File: config.mk
export PLATFORM = sky130hd
export DESIGN_NAME = csr_file
export DESIGN_NICKNAME = d
export VERILOG_FILES = /design/src/rtl/csr_file.sv
export SDC_FILE = /design/constraint.sdc
export NUM_CORES = 1
export LEC_CHECK = 0
export ABC_CLOCK_PERIOD_IN_PS = 3900
export CORE_MARGIN = 2
export CORE_UTILIZATION = 60
export DETAILED_ROUTE_END_ITERATION = 6
export PLACE_DENSITY = 0.95
export SYNTH_ARGS = -nofsm -noshare
export SYNTH_HDL_FRONTEND = slang
export SYNTH_SLANG_ARGS = --single-unit
File: constraint.sdc
create_clock -name clk -period 3.9 [get_ports clk]
set_input_delay 0.585 -clock clk [delete_from_list [all_inputs] [get_ports clk]]
set_output_delay 0.585 -clock clk [all_outputs]
set_load 0.02 [all_outputs]
File: src/rtl/csr_file.sv
// Machine-mode CSR file: trap CSRs, 64-bit cycle/instret counters, trap/mret state updates.
// Only XLEN = 32 is supported; the counters are split into 32-bit halves.
module csr_file #(
  parameter int unsigned XLEN = 32
) (
  input  logic            clk,
  input  logic            reset_n,
  input  logic            csr_wbk_v_q_i,
  input  logic [11:0]     csr_adr_q_i,
  input  logic [XLEN-1:0] csr_data_q_i,
  input  logic [11:0]     csr_rd_adr_i,
  output logic [XLEN-1:0] csr_rd_data_o,
  output logic            csr_rd_illegal_o,
  input  logic            exception_i,
  input  logic [XLEN-1:0] cause_i,
  input  logic [XLEN-1:0] mtval_i,
  input  logic [XLEN-1:0] epc_i,
  input  logic            mret_i,
  input  logic            instret_i,
  output logic [XLEN-1:0] mtvec_q_o,
  output logic [XLEN-1:0] mepc_q_o,
  output logic            mstatus_mie_q_o
);

  localparam logic [11:0] AdrMstatus   = 12'h300;
  localparam logic [11:0] AdrMisa      = 12'h301;
  localparam logic [11:0] AdrMtvec     = 12'h305;
  localparam logic [11:0] AdrMscratch  = 12'h340;
  localparam logic [11:0] AdrMepc      = 12'h341;
  localparam logic [11:0] AdrMcause    = 12'h342;
  localparam logic [11:0] AdrMtval     = 12'h343;
  localparam logic [11:0] AdrMcycle    = 12'hB00;
  localparam logic [11:0] AdrMinstret  = 12'hB02;
  localparam logic [11:0] AdrMcycleh   = 12'hB80;
  localparam logic [11:0] AdrMinstreth = 12'hB82;
  localparam logic [11:0] AdrMhartid   = 12'hF14;

  localparam logic [XLEN-1:0] MisaVal      = 32'h4000_0100;
  localparam logic [XLEN-1:0] MstatusMask  = 32'h0000_1888;
  localparam logic [XLEN-1:0] AlignMask    = 32'hFFFF_FFFC;

  // State
  logic            mie_q, mie_d;
  logic            mpie_q, mpie_d;
  logic [1:0]      mpp_q, mpp_d;
  logic [XLEN-1:0] mtvec_q, mtvec_d;
  logic [XLEN-1:0] mscratch_q, mscratch_d;
  logic [XLEN-1:0] mepc_q, mepc_d;
  logic [XLEN-1:0] mcause_q, mcause_d;
  logic [XLEN-1:0] mtval_q, mtval_d;
  logic [63:0]     mcycle_q, mcycle_d;
  logic [63:0]     minstret_q, minstret_d;

  // Write-side address decode (independent of valid, used for bypass qualification)
  logic sel_mstatus, sel_mtvec, sel_mscratch, sel_mepc, sel_mcause, sel_mtval;
  logic sel_mcycle, sel_mcycleh, sel_minstret, sel_minstreth;
  logic wr_writable;
  logic [XLEN-1:0] wr_data_m;

  always_comb begin
    sel_mstatus   = 1'b0;
    sel_mtvec     = 1'b0;
    sel_mscratch  = 1'b0;
    sel_mepc      = 1'b0;
    sel_mcause    = 1'b0;
    sel_mtval     = 1'b0;
    sel_mcycle    = 1'b0;
    sel_mcycleh   = 1'b0;
    sel_minstret  = 1'b0;
    sel_minstreth = 1'b0;
    wr_data_m     = csr_data_q_i;
    case (csr_adr_q_i)
      AdrMstatus: begin
        sel_mstatus = 1'b1;
        wr_data_m   = csr_data_q_i & MstatusMask;
      end
      AdrMtvec: begin
        sel_mtvec = 1'b1;
        wr_data_m = csr_data_q_i & AlignMask;
      end
      AdrMscratch:  sel_mscratch = 1'b1;
      AdrMepc: begin
        sel_mepc  = 1'b1;
        wr_data_m = csr_data_q_i & AlignMask;
      end
      AdrMcause:    sel_mcause    = 1'b1;
      AdrMtval:     sel_mtval     = 1'b1;
      AdrMcycle:    sel_mcycle    = 1'b1;
      AdrMcycleh:   sel_mcycleh   = 1'b1;
      AdrMinstret:  sel_minstret  = 1'b1;
      AdrMinstreth: sel_minstreth = 1'b1;
      default: ;
    endcase
    wr_writable = sel_mstatus | sel_mtvec | sel_mscratch | sel_mepc | sel_mcause | sel_mtval |
                  sel_mcycle | sel_mcycleh | sel_minstret | sel_minstreth;
  end

  // Read path: register view, then same-address write bypass
  logic [XLEN-1:0] reg_rd_data;
  logic            rd_unimpl;
  logic            bypass;

  always_comb begin
    reg_rd_data = '0;
    rd_unimpl   = 1'b0;
    case (csr_rd_adr_i)
      AdrMstatus:   reg_rd_data = {19'b0, mpp_q, 3'b0, mpie_q, 3'b0, mie_q, 3'b0};
      AdrMisa:      reg_rd_data = MisaVal;
      AdrMtvec:     reg_rd_data = mtvec_q;
      AdrMscratch:  reg_rd_data = mscratch_q;
      AdrMepc:      reg_rd_data = mepc_q;
      AdrMcause:    reg_rd_data = mcause_q;
      AdrMtval:     reg_rd_data = mtval_q;
      AdrMcycle:    reg_rd_data = mcycle_q[31:0];
      AdrMcycleh:   reg_rd_data = mcycle_q[63:32];
      AdrMinstret:  reg_rd_data = minstret_q[31:0];
      AdrMinstreth: reg_rd_data = minstret_q[63:32];
      AdrMhartid:   reg_rd_data = '0;
      default:      rd_unimpl   = 1'b1;
    endcase
  end

  assign bypass           = csr_wbk_v_q_i && wr_writable && (csr_adr_q_i == csr_rd_adr_i);
  assign csr_rd_data_o    = bypass ? wr_data_m : reg_rd_data;
  assign csr_rd_illegal_o = rd_unimpl;

  // Next state: write first, then trap (or mret) overrides the status/trap fields
  always_comb begin
    mie_d      = mie_q;
    mpie_d     = mpie_q;
    mpp_d      = mpp_q;
    mtvec_d    = mtvec_q;
    mscratch_d = mscratch_q;
    mepc_d     = mepc_q;
    mcause_d   = mcause_q;
    mtval_d    = mtval_q;

    if (csr_wbk_v_q_i) begin
      if (sel_mstatus) begin
        mie_d  = csr_data_q_i[3];
        mpie_d = csr_data_q_i[7];
        mpp_d  = csr_data_q_i[12:11];
      end
      if (sel_mtvec)    mtvec_d    = wr_data_m;
      if (sel_mscratch) mscratch_d = wr_data_m;
      if (sel_mepc)     mepc_d     = wr_data_m;
      if (sel_mcause)   mcause_d   = wr_data_m;
      if (sel_mtval)    mtval_d    = wr_data_m;
    end

    if (exception_i) begin
      mepc_d   = epc_i & AlignMask;
      mcause_d = cause_i;
      mtval_d  = mtval_i;
      mpie_d   = mie_d;
      mie_d    = 1'b0;
      mpp_d    = 2'b11;
    end else if (mret_i) begin
      mie_d  = mpie_d;
      mpie_d = 1'b1;
      mpp_d  = 2'b00;
    end
  end

  // Counters: a write to either half suppresses that cycle's increment
  always_comb begin
    mcycle_d = mcycle_q + 64'd1;
    if (csr_wbk_v_q_i && sel_mcycle) begin
      mcycle_d = {mcycle_q[63:32], csr_data_q_i};
    end else if (csr_wbk_v_q_i && sel_mcycleh) begin
      mcycle_d = {csr_data_q_i, mcycle_q[31:0]};
    end

    minstret_d = minstret_q;
    if (csr_wbk_v_q_i && sel_minstret) begin
      minstret_d = {minstret_q[63:32], csr_data_q_i};
    end else if (csr_wbk_v_q_i && sel_minstreth) begin
      minstret_d = {csr_data_q_i, minstret_q[31:0]};
    end else if (instret_i) begin
      minstret_d = minstret_q + 64'd1;
    end
  end

  always_ff @(posedge clk or negedge reset_n) begin
    if (!reset_n) begin
      mie_q      <= 1'b0;
      mpie_q     <= 1'b0;
      mpp_q      <= 2'b11;
      mtvec_q    <= '0;
      mscratch_q <= '0;
      mepc_q     <= '0;
      mcause_q   <= '0;
      mtval_q    <= '0;
      mcycle_q   <= '0;
      minstret_q <= '0;
    end else begin
      mie_q      <= mie_d;
      mpie_q     <= mpie_d;
      mpp_q      <= mpp_d;
      mtvec_q    <= mtvec_d;
      mscratch_q <= mscratch_d;
      mepc_q     <= mepc_d;
      mcause_q   <= mcause_d;
      mtval_q    <= mtval_d;
      mcycle_q   <= mcycle_d;
      minstret_q <= minstret_d;
    end
  end

  assign mtvec_q_o       = mtvec_q;
  assign mepc_q_o        = mepc_q;
  assign mstatus_mie_q_o = mie_q;

endmodule
==> results.md, run 1 <==
Critical path:
- For this run, the slowest stage of the critical path takes approximately 0.54 ns.
- STA puts the critical path data required time at between 3 and 4 ns.
- The largest delay contributor family on the critical path is buffers and inverters.
- Counting both buffers and inverters, the worst setup path holds a total of 5.
- Walking the worst path, the cells encountered are clkdlybuf4s50_1 -> buf_4 -> and2_1 -> buf_4 -> buf_4 -> nand2_1 -> o21ai_0 -> a222oi_1 -> a21boi_0 -> o22ai_2 -> dlygate4sd2_1.
- The setup path with the least slack is of type primary input to primary output.
- In this run the worst path has a maximum fanout of 10.
- The data arrival time of the critical path is approximately 3.3 ns.
- The slowest stage of the critical path belongs to the cell clkdlybuf4s50_1.
- The critical path crosses 11 cells after its start point.
- The most common cell type on the critical path is buf_4.
- The origin of the worst setup path is csr_rd_adr_i[0].
- The origin of the critical flop-to-flop path is mcycle_q[9]$_DFFE_PN0P_.
- The type of element launching the critical path is a primary input.
- The worst reg2reg path depth is 7.
- The worst setup path is captured at a primary output.

Placed design:
- At the end of routability-driven placement, the weighted congestion stood at 1.06.
- The port buffer count is around 250.
- The placed instance area is ~0.021 mm².
- Detailed placement ended at an HPWL of 51.9 mm.

Final layout:
- The number of antenna diodes in the final layout is 0.
- Relative to the synthesized area, the layout overhead comes to 25.6%.
- The number of filler cells placed in the layout is approximately 2000.
- Cells with a size suffix above 1 make up 11.9% of the layout.
- The total area of sequential cells is about 0.0073 mm².
- The number of nets in the layout is 2586.
- Summing all non-filler instances in the final layout gives an area of 0.0224 mm².
- In the final layout, the multi-input gates occupy around 0.0099 mm².
- The core occupancy in the finished layout is ~76%.

Clock tree:
- The hold buffer count at CTS is 0.
- The clock insertion delay at the later pin of the skew report is ~0.6 ns.
- Counting along the longest clock path gives a buffer depth of 3.
- Clock-pin slew was measured on the worst setup and hold paths at 0.06 ns.
- After clock tree synthesis, the setup repair step added 0 buffers.
- The root buffer cell chosen for the clock tree is clkbuf_16.
- CTS built an H-tree with a depth of 1.
- The clock sink total is just under 300.
- The number of buffers created by CTS is 31.
- The TritonCTS clock tree is done.

Detailed routing:
- The first routing iteration left 3494 violations.
- The DRC violation count after routing is 1.
- The first TritonRoute pass finished after 7 iterations.
- The routed wirelength normalized by instance count is between 20 and 30 µm.
- The detailed-route via count is a little under 20000.
- The detail route stage leaves a number of antenna-violating nets equal to 0.
- The routed via count divided by cell count is 6.98.
- Summed over all layers, the routed wires come to 72.3 mm.

STA:
- Hold is met by ~0.068 ns.
- In the post-route analysis, the smallest setup slack over all paths is -0.0216 ns.
- Dividing the final minimum period by the clock period gives 101%.
- The total count of hold-check failures in the final report is 0.
- The aggregate negative setup slack is -0.0216 ns.
- The maximum achievable frequency is roughly 260 MHz.
- The slew of the pin with the lowest slew margin is approximately 1.3 ns.
- The number of pins exceeding their max-slew limit in the final report is 0.
- The final critical-path required period is around 4 ns.
- Setup repair after global routing could not meet its margin everywhere.
- Setup violations remaining at the end of the flow were counted as 1.
- The worst clock skew is 0.0264 ns.
- The worst relative slew slack is around 15%.

Logic synthesis:
- Yosys mapped the design onto between 80 and 90 distinct sky130hd cell types.
- The average size of a mapped cell is between 8 and 9 µm².
- Of all flip-flops after synthesis, the portion carrying an async set or reset was between 90% and 100%.
- The cell area that synthesis handed to floorplanning was between 0.015 and 0.02 mm².
- In this run, synthesis inferred 0 flip-flops with an integrated enable.
- Sequential elements use approximately two fifths of the synthesized area.
- The number of nets in the synthesized netlist is around 2300.
- The post-synthesis instance total is between 2000 and 2500.
- The count of synthesis-stage warnings from yosys is 0.
- The number of synthesized register bits is approximately 290.
- The main flop type after synthesis is dfrtp_1.

Pwr:
- Overall power consumption after layout is estimated at about 7.5 mW.
- The static leakage is 9.16 nW.
- The worst IR drop on VDD is about 0.35 mV.
- Dividing total power by cell area gives a power density of about 330 mW/mm².

Status:
- The checks that failed: design-rule violations, negative setup slack.
- The run finished, with violations left.

Global routing:
- The number of antenna violations at the first check in global routing came to 2.
- The via count of the first global-routing pass came to roughly 19000.
- The global-route wire length before repair is about 110 mm.
- In the global route stage, overall resource usage came out at approximately 46%.
- The total global routing overflow is 0.
- The maximum number of pins on one net before global-route repair is 196.

Floorplan:
- The die is around 180 µm wide.
- The floorplan step set the die height to 176 µm.
- The number of primary I/O pins is around 260.
- The overall die area is a little over 0.03 mm².
- The floorplan has between 60 and 70 rows.
- After floorplanning, the core was sized to cover roughly 0.03 mm².
- The starting utilization of the core area is between 60% and 70%.

Worst hold path:
- The tightest min-delay check is of the primary input to asynchronous set/reset pin type.

Run:
- The tool flagged a number of max-cap violations equal to 0.
==> per-layer routing <==
metal / GRT usage (%) / vias to the layer above / share of wire [%]
met5: 0 / - / 0.071
met4: 21.2 / 2 / 6.4
met3: 11.6 / 375 / 14
met2: 71.0 / 1739 / 44
met1: 60.8 / 9291 / 35
li1: - / 8397 / -
==> logic make-up (layout without fill, tap and decap cells) <==
kind of cell	count (synthesis)	after routing	share of synthesized area, %
flip-flops	292	292	41.0
AO/OA/AOI/OAI	669	669	22.6
buffers and inverters	184	470	4.31
multiplexers	86	86	5.36
AND/OR/NAND/NOR	854	854	23.0
adder cells (fa/ha/maj)	2	2	0.140
XOR/XNOR	73	73	3.58
==> cells in the mapped netlist (10+ instances only) <==
cell type / instances / area share, %
nand2_1: 372 / 7.8
o21ai_0: 303 / 8.5
dfrtp_1: 290 / 41
nor2_1: 175 / 3.7
a21oi_1: 135 / 3.8
clkbuf_1: 109 / 2.3
nand3_1: 72 / 2.0
nand4_1: 54 / 1.9
a22oi_1: 48 / 2.0
mux2i_1: 46 / 2.6
buf_2: 45 / 1.3
xor2_1: 42 / 2.1
mux2_2: 36 / 2.3
o22ai_1: 31 / 1.1
xnor2_1: 31 / 1.5
nor3_1: 29 / 0.81
and3_1: 21 / 0.74
inv_1: 21 / 0.44
and4_1: 19 / 0.93
a31oi_1: 18 / 0.63
a222oi_1: 17 / 0.95
nor4_1: 17 / 0.60
a21boi_0: 16 / 0.67
and2_1: 16 / 0.56
a32oi_1: 13 / 0.64
a221o_1: 11 / 0.62
nor3b_1: 10 / 0.42
o311ai_0: 10 / 0.49
==> sequential cells by signal (all words and copies together), names as in the netlist <==
| name | flops |
|---|---|
| mtvec_q_o | 32 |
| minstret_q | 64 |
| mpp_q | 2 |
| mcycle_q | 64 |
| mpie_q | 1 |
| mstatus_mie_q_o | 1 |
| mcause_q | 32 |
| mepc_q_o | 32 |
| mscratch_q | 32 |
| mtval_q | 32 |
==> final timing paths <==
path | endpoint | slack, ns
worst min-delay path | minstret_q[3]$_DFFE_PN0P_ | 0.07
max in group asynchronous | mcycle_q[19]$_DFFE_PN0P_ | 2.84
worst min register to register | mscratch_q[16]$_DFFE_PN0P_ | 0.48
min in group clk | mscratch_q[16]$_DFFE_PN0P_ | 0.48
worst max register to register | mcycle_q[35]$_DFFE_PN0N_ | 1.09
worst max-delay path | csr_rd_data_o[4] | -0.02
==> what timing repair did <==
action	CTS	global route
endpoints found under the setup margin	32	22
resized for setup	36	39
gates cloned	0	0
==> power breakdown <==
| group | total [mW] | internal, mW | leakage (nW) | switching (mW) |
|---|---|---|---|---|
| sequential | 3.43 | 3.20 | 3.72 | 0.228 |
| combinational | 1.09 | 0.481 | 4.95 | 0.610 |
| clock | 2.97 | 1.68 | 0.488 | 1.28 |
| total | 7.49 | 5.37 | 9.16 | 2.12 |
==> cell type report <==
type / count / share of cell area, %
inverters: 22 / 0.369
clock buffers: 43 / 3.89
repair buffers: 395 / 16.4
multi-input cells: 1684 / 44.0
well taps: 390 / 2.18
clock inverters: 10 / 0.525
flip-flops and latches: 292 / 32.6
==> through the flow <==
| stage | setup slack (ns) | instances |
|---|---|---|
| floorplan | 0.835 | 2160 |
| global placement | -0.329 | 2783 |
| detailed placement | -0.358 | 2783 |
| CTS | 0.0149 | 2836 |
| global route | -0.0410 | 2836 |
| finish | -0.0216 | 2836 |
==> cell usage in the layout (no fill, tap or decap), drive strengths merged, types with 5 or more instances in the layout <==
cell,n
xor2,42
clkdlybuf4s50,217
and2,17
nor3,31
nor4,25
a31oi,18
a211oi,7
mux2i,46
nor2b,7
o311ai,14
nor3b,10
and4,19
xnor2,31
or2,5
o21ai,304
nor2,175
a21boi,16
clkinv,6
a22oi,48
dlygate4sd2,15
clkbuf,57
nand4,54
a221oi,8
or3,9
o22ai,31
a32oi,13
and3,23
a21oi,135
nand2,373
buf,146
or4,10
nand3,72
a221o,11
o211ai,7
inv,23
mux2,36
a222oi,17
dfrtp,290
nand4b,6
(Power assumes the default switching activity.)
==> run 2, diff against run 1 <==
--- a/config.mk
+++ b/config.mk
@@ -5,7 +5,6 @@
 export SDC_FILE = /design/constraint.sdc
 export NUM_CORES = 1
 export LEC_CHECK = 0
-export ABC_CLOCK_PERIOD_IN_PS = 3900
 export CORE_MARGIN = 2
 export CORE_UTILIZATION = 60
 export DETAILED_ROUTE_END_ITERATION = 6
==> results of run 2 <==
Same layout as run 1: the final DEF is identical, and so are final timing and power.
